[config.mk]
export PLATFORM = sky130hd
export DESIGN_NAME = line_in_receiver
export DESIGN_NICKNAME = d
export VERILOG_FILES = /design/src/rtl/audio_pkg.sv /design/src/rtl/i2s_clock_gen.sv /design/src/rtl/line_in_receiver.sv
export SDC_FILE = /design/constraint.sdc
export NUM_CORES = 1
export LEC_CHECK = 0
export ABC_AREA = 0
export BUFFER_PORTS_ARGS = -buffer_cell sky130_fd_sc_hd__clkbuf_2
export CAP_MARGIN = 20
export CORE_MARGIN = 2
export CORE_UTILIZATION = 23
export DETAILED_ROUTE_END_ITERATION = 8
export GPL_TIMING_DRIVEN = 0
export PLACE_DENSITY = 0.47
export SLEW_MARGIN = 20
export SYNTH_ARGS = -nofsm -noshare
export SYNTH_HDL_FRONTEND = slang
export SYNTH_SLANG_ARGS = --single-unit
[constraint.sdc]
create_clock -name clk -period 14 [get_ports clk]
set_input_delay 2.8 -clock clk [delete_from_list [all_inputs] [get_ports clk]]
set_output_delay 2.8 -clock clk [all_outputs]
set_load 0.02 [all_outputs]
[src/rtl/audio_pkg.sv]
// audio_pkg: shared I2S timing constants, sample types and helpers used by the
// line-in receiver and the speaker path.
//   Timebase: one 10-bit free-running counter at the system clock.
//     mclk = cnt[MCLK_BIT], sck = cnt[SCK_BIT], lrck = cnt[LRCK_BIT].
//   Data bits are sampled on the first clk of sck high, in slots 1..16.
package audio_pkg;

  localparam int CNT_W          = 10;
  localparam int MCLK_BIT       = 1;
  localparam int SCK_BIT        = 3;
  localparam int LRCK_BIT       = 9;
  localparam logic [3:0] CAPTURE_PHASE = 4'd8;

  localparam int FIRST_BIT_SLOT = 1;
  localparam int LAST_BIT_SLOT  = 16;
  localparam int SAMPLE_W       = 16;
  localparam int PEAK_W         = 15;

  typedef struct packed {
    logic [SAMPLE_W-1:0] left;
    logic [SAMPLE_W-1:0] right;
  } sample_pair_t;

  // Magnitude of a two's complement sample; -32768 saturates to 32767 so the
  // result always fits in PEAK_W bits.
  function automatic logic [PEAK_W-1:0] abs_sat(input logic [SAMPLE_W-1:0] s);
    logic [SAMPLE_W-1:0] neg;
    neg = ~s + 1'b1;
    if (!s[SAMPLE_W-1])      return s[PEAK_W-1:0];
    else if (neg[SAMPLE_W-1]) return '1;  // only the most negative code negates to itself
    else                     return neg[PEAK_W-1:0];
  endfunction

endpackage

[src/rtl/i2s_clock_gen.sv]
// i2s_clock_gen: free-running I2S timebase.
//   clk_i   system clock
//   rst_i   synchronous active-high reset; counter restarts at 0
//   cnt_o   10-bit position within the 1024-clk frame
//   mclk_o  clk/4, sck_o clk/16, lrck_o clk/1024 (0 = left half)
// The serial clocks are plain counter bits, so they are glitch-free and
// their phase relation to cnt_o is fixed.
module i2s_clock_gen
  import audio_pkg::*;
(
  input  logic             clk_i,
  input  logic             rst_i,
  output logic [CNT_W-1:0] cnt_o,
  output logic             mclk_o,
  output logic             sck_o,
  output logic             lrck_o
);

  logic [CNT_W-1:0] cnt_q, cnt_d;

  always_comb cnt_d = cnt_q + 1'b1;  // natural wrap 1023 -> 0

  always_ff @(posedge clk_i) begin
    if (rst_i) cnt_q <= '0;
    else       cnt_q <= cnt_d;
  end

  assign cnt_o  = cnt_q;
  assign mclk_o = cnt_q[MCLK_BIT];
  assign sck_o  = cnt_q[SCK_BIT];
  assign lrck_o = cnt_q[LRCK_BIT];

endmodule

[src/rtl/line_in_receiver.sv]
// line_in_receiver: I2S master receiver for the line-in ADC.
//   clk, rst        100 MHz clock, synchronous active-high reset
//   audio_mclk/sck/lrck  generated serial clocks
//   audio_sdout     serial data from the ADC
//   sample_left/right    last complete L/R pair (two's complement)
//   sample_valid    one-clk strobe when the pair updates (cnt == 777)
//   level           3-bit peak meter, refreshed with each strobe
module line_in_receiver
  import audio_pkg::*;
#(
  parameter int DATA_W     = 16,
  parameter int PEAK_DECAY = 16
) (
  input  logic              clk,
  input  logic              rst,
  output logic              audio_mclk,
  output logic              audio_lrck,
  output logic              audio_sck,
  input  logic              audio_sdout,
  output logic [DATA_W-1:0] sample_left,
  output logic [DATA_W-1:0] sample_right,
  output logic              sample_valid,
  output logic [2:0]        level
);

  localparam logic [4:0]        FIRST_SLOT = 5'(FIRST_BIT_SLOT);
  localparam logic [4:0]        LAST_SLOT  = 5'(LAST_BIT_SLOT);
  localparam logic [PEAK_W-1:0] DECAY      = PEAK_W'(PEAK_DECAY);

  logic [CNT_W-1:0] cnt;

  i2s_clock_gen u_clk_gen (
    .clk_i  (clk),
    .rst_i  (rst),
    .cnt_o  (cnt),
    .mclk_o (audio_mclk),
    .sck_o  (audio_sck),
    .lrck_o (audio_lrck)
  );

  // ---- frame position decode ----
  logic [3:0] phase;
  logic [4:0] slot;
  logic       chan;
  logic       cap_en, last_bit, pair_fire;

  assign phase = cnt[SCK_BIT:0];
  assign slot  = cnt[LRCK_BIT-1:SCK_BIT+1];
  assign chan  = cnt[LRCK_BIT];

  // Slot 0 is the I2S one-bit delay; slots past 16 carry nothing we keep.
  assign cap_en    = (phase == CAPTURE_PHASE) && (slot >= FIRST_SLOT) && (slot <= LAST_SLOT);
  assign last_bit  = cap_en && (slot == LAST_SLOT);
  assign pair_fire = last_bit && chan;

  // ---- state ----
  logic                sd_q;
  logic [SAMPLE_W-1:0] shift_q, shift_d, shift_nxt;
  logic [SAMPLE_W-1:0] shadow_q, shadow_d;
  sample_pair_t        pair_q, pair_d;
  logic                valid_q, valid_d;
  logic [PEAK_W-1:0]   peak_q, peak_d;
  logic [2:0]          level_q, level_d;
  logic [PEAK_W-1:0]   mag_l, mag_r, mag;

  assign shift_nxt = {shift_q[SAMPLE_W-2:0], sd_q};

  always_comb begin
    shift_d  = shift_q;
    shadow_d = shadow_q;
    pair_d   = pair_q;
    valid_d  = 1'b0;
    if (cap_en) shift_d = shift_nxt;
    // Left word is parked until the right word completes so both publish together.
    if (last_bit && !chan) shadow_d = shift_nxt;
    if (pair_fire) begin
      pair_d.left  = shadow_q;
      pair_d.right = shift_nxt;
      valid_d      = 1'b1;
    end
  end

  // ---- peak meter: evaluated on the new pair, level lags peak by one pair ----
  always_comb begin
    mag_l   = abs_sat(pair_d.left);
    mag_r   = abs_sat(pair_d.right);
    mag     = (mag_l > mag_r) ? mag_l : mag_r;
    peak_d  = peak_q;
    level_d = level_q;
    if (pair_fire) begin
      level_d = peak_q[PEAK_W-1:PEAK_W-3];
      if (mag > peak_q)      peak_d = mag;
      else if (peak_q > DECAY) peak_d = peak_q - DECAY;
      else                   peak_d = '0;
    end
  end

  always_ff @(posedge clk) begin
    if (rst) begin
      sd_q     <= 1'b0;
      shift_q  <= '0;
      shadow_q <= '0;
      pair_q   <= '0;
      valid_q  <= 1'b0;
      peak_q   <= '0;
      level_q  <= '0;
    end else begin
      sd_q     <= audio_sdout;
      shift_q  <= shift_d;
      shadow_q <= shadow_d;
      pair_q   <= pair_d;
      valid_q  <= valid_d;
      peak_q   <= peak_d;
      level_q  <= level_d;
    end
  end

  assign sample_left  = pair_q.left;
  assign sample_right = pair_q.right;
  assign sample_valid = valid_q;
  assign level        = level_q;

endmodule

==> metrics.md <==
| Metric | Value |
|---|---|
| Hold path startpoint | `level[1]` |
| Die area | `27800 um^2` |
| Number of synthesized flops with an enable pin | `0` |
| Die X | `167 um` |
| Netlist Area Pre-Place | `between 6000 and 7000 um^2` |
| P&R area growth vs syn | `15.2%` |
| # Post-CTS Setup Buffers | `0` |
| Hold depth | `2` |
| Commonest cells post-synth | `nor2_1, dfxtp_1, mux2i_1` |
| # fillers | `2885` |
| Max Freq | `97.9 MHz` |
| Synthesized Nets | `765` |
| Yosys cell types | `70` |
| CTS HTree Levels | `3` |
| Slowest CP cell | `a32oi_1` |
| Synth Area in Compound Gates | `17.3%` |
| Cell accounting for the most synthesized area | `dfxtp_1` |
| Cts hold-fix bufs | `0` |
| Total GRT Usage | `15.3%` |
| Max-slew violation count | `0` |
| Critical path type | `reg2reg` |
| Total power | `0.531 mW` |
| Share of Yosys cell area claimed by the top area cell type | `between 30 and 40%` |
| Power Density | `75.7 nW/um^2` |
| Post-synthesis mux area share | `12.4%` |
| HPWL Detailed | `16.6 mm` |
| # setup viols final | `0` |
| First-pass GRT wire length | `about 33 mm` |
| Pre-CTS setup slack | `~4 ns` |
| Synth Instances | `726` |
| Fin crit share | `72.9%` |
| Crit path launch | `u_clk_gen.cnt_o[1]` |
| Starting Density | `23.4%` |
| Root Buffer | `clkbuf_16` |
| Final ANT Viol Nets | `0` |
| Max_slew headroom | `29.2%` |
| CTS buffer count | `9` |
| Post-Synth Simple-Gate Area | `22.7%` |
| Synth Area in XOR/XNOR | `5.33%` |
| Worst path required time | `14.26 ns` |
| Setup Skew | `0.0129 ns` |
| Crit path largest cell delay | `between 0.7 and 0.8 ns` |
| Mean routed wirelength per cell | `about 19 um` |
| Static Leak | `3.07 nW` |
| Pre-Repair DR Iteration Count | `4` |
| Setup crit start kind | `flop` |
| Peak supply drop | `between 0.04 and 0.05 mV` |
| Layout cells sized above 1 | `13.0%` |
| CP Max Fanout | `10` |
| CTS clock-pin slew for the worst setup and hold paths | `0.08 ns` |
| FF-to-FF Start | `u_clk_gen.cnt_o[1]` |
| I/O Pins | `42` |
| First DRT Iteration DRCs | `389` |
| DIE HEIGHT | `167 um` |
| Count leader, synth | `nor2_1` |
| Grt ovf | `0` |
| Least-Margin Pin Slew | `1.05 ns` |
| Largest net degree at the start of global routing | `19` |
| Reg-to-reg slack, setup | `roughly 3.8 ns` |
| Clk Latency, worst-skew pair | `~0.37 ns` |
| Hold Vio Cnt, Final | `0` |
| DRC Markers | `0` |
| Drt via density | `5.05` |
| HP Class | `reg2reg` |
| RSZ-0062 raised after global routing | `no` |
| Status | `finished clean` |
| Mean Syn Cell Area | `8.38 um^2` |
| Async S/R FF share, synth | `0%` |
| Vias in the first global route | `5605` |
| Deepest clock path buffer count | `2` |
| CP Capture Type | `flop` |
| Final nets | `817` |
| Post-layout util | `27.0%` |
| Diodes inserted | `0` |
| Top post-synthesis cells by area | `dfxtp_1, mux2i_1, ha_1, nor2_1, nand2_1` |
| Setup TNS | `0 ns` |
| Port Buffer Count | `41` |
| Worst r2r path cells | `31` |
| Row count | `59` |
| CTS tree | `yes` |
| # resized after CTS | `0` |
| Core ar. | `26000 um^2` |
| Vias | `approximately 5600` |
| Sink Count | `93` |
| Adder-cell share of the synthesized area | `under 10%` |
| Final WL | `around 21 mm` |
| Yosys reg bits | `93` |
| MaxCap Viol Count | `0` |
| Arrival @ worst endpoint | `10.47 ns` |
| Largest family of logic cells by synthesized area | `simple AND/OR/NAND/NOR gates` |
| Seq/Total Area, Yosys | `between 30% and 40%` |
| Final GP Congestion | `0.870` |
| Initial antenna violation count | `0` |
| Warnings, synthesis | `0` |
| Main synth FF type | `dfxtp_1` |
| Final setup margin | `about 3.8 ns` |
| Min cycle time layout | `slightly above 10 ns` |
==> critical path, delay by kind of cell (launching register included) <==
family / cells / cell delay (ns)
AOI/OAI and AO/OA: 10 / 3.87
adders and majority gates: 4 / 1.16
buffers and inverters: 6 / 1.76
DFF: 1 / 0.38
muxes: 1 / 0.47
and+or+nand+nor: 10 / 2.40
==> flip-flops by register name (all words and copies together), names as in the netlist <==
register,flops
sample_left,16
peak_q,15
sd_q,1
u_clk_gen.cnt_o,10
sample_valid,1
sample_right,16
shift_q,15
shadow_q,16
level,3
==> layout make-up <==
type	instances	area (um^2)	share of cell area (%)
Multi-Input combinational cell	574	3960	56.5
Sequential cell	93	1860	26.6
Tap cell	335	419	5.98
Clock buffer	10	239	3.41
Timing Repair Buffer	41	205	2.93
Buffer	34	169	2.41
Inverter	25	93.8	1.34
Clock inverter	6	63.8	0.910
==> metal layers <==
metal | vias up | global-route usage [%] | part of all wire, %
met5 | - | 0 | 0
met4 | 0 | 4.05 | 1.7
met3 | 28 | 3.47 | 4.5
met2 | 128 | 25.7 | 47
met1 | 2717 | 19.9 | 47
li1 | 2773 | - | -
==> logic make-up (layout without fill, tap and decap cells) <==
kind of cell | after synthesis | in the layout
flops | 93 | 93
fa+ha+maj | 36 | 36
xor+xnor | 37 | 37
simple gates | 280 | 280
mux | 74 | 74
compound gates | 147 | 147
buf+inv | 59 | 116
==> path summary, 6_finish.rpt <==
path / endpoint
setup reg to reg: peak_q[11]
hold / removal: level[1]
hold reg to reg: level[1]
setup / recovery: peak_q[11]
==> power breakdown <==
part | switching [mW] | internal, mW
clock network | 0.123 | 0.131
logic | 0.00796 | 0.00261
registers | 0.00111 | 0.265
==> cell usage in the layout, fill, tap and decap left out, types with 4 or more instances in the layout <==
cell       count
or4_1          8
a21oi_1       32
and2_1        11
ha_1          36
or3_1         11
nor2_1       102
xnor2_1       17
and3_1         6
o21a_1         4
clkbuf_1      14
a31oi_1        9
o211ai_1       7
mux2i_1       66
o31ai_1        9
a221oi_1       6
nand2_1       53
a22o_1         5
o41ai_1        4
nor4_1         7
clkbuf_2      41
mux2_2         7
or2_2          4
clkbuf_16      9
nand3_1       24
nand4_1       13
o21ai_0       22
xor2_1        20
a221o_1        5
dfxtp_1       93
nor3_1        20
inv_1         25
o2111ai_1      4
buf_2         15
==> through the flow <==
step           hold slack, ns  cell area (um^2)  std cells
6_report                0.460              7010       1118
5_1_grt                 0.488              7010       1118
4_1_cts                 0.465              7010       1118
2_1_floorplan           0.425              6080        726
3_5_place_dp            0.454              6710       1102
3_3_place_gp            0.441              6710       1102
(Power assumes the default switching activity.)
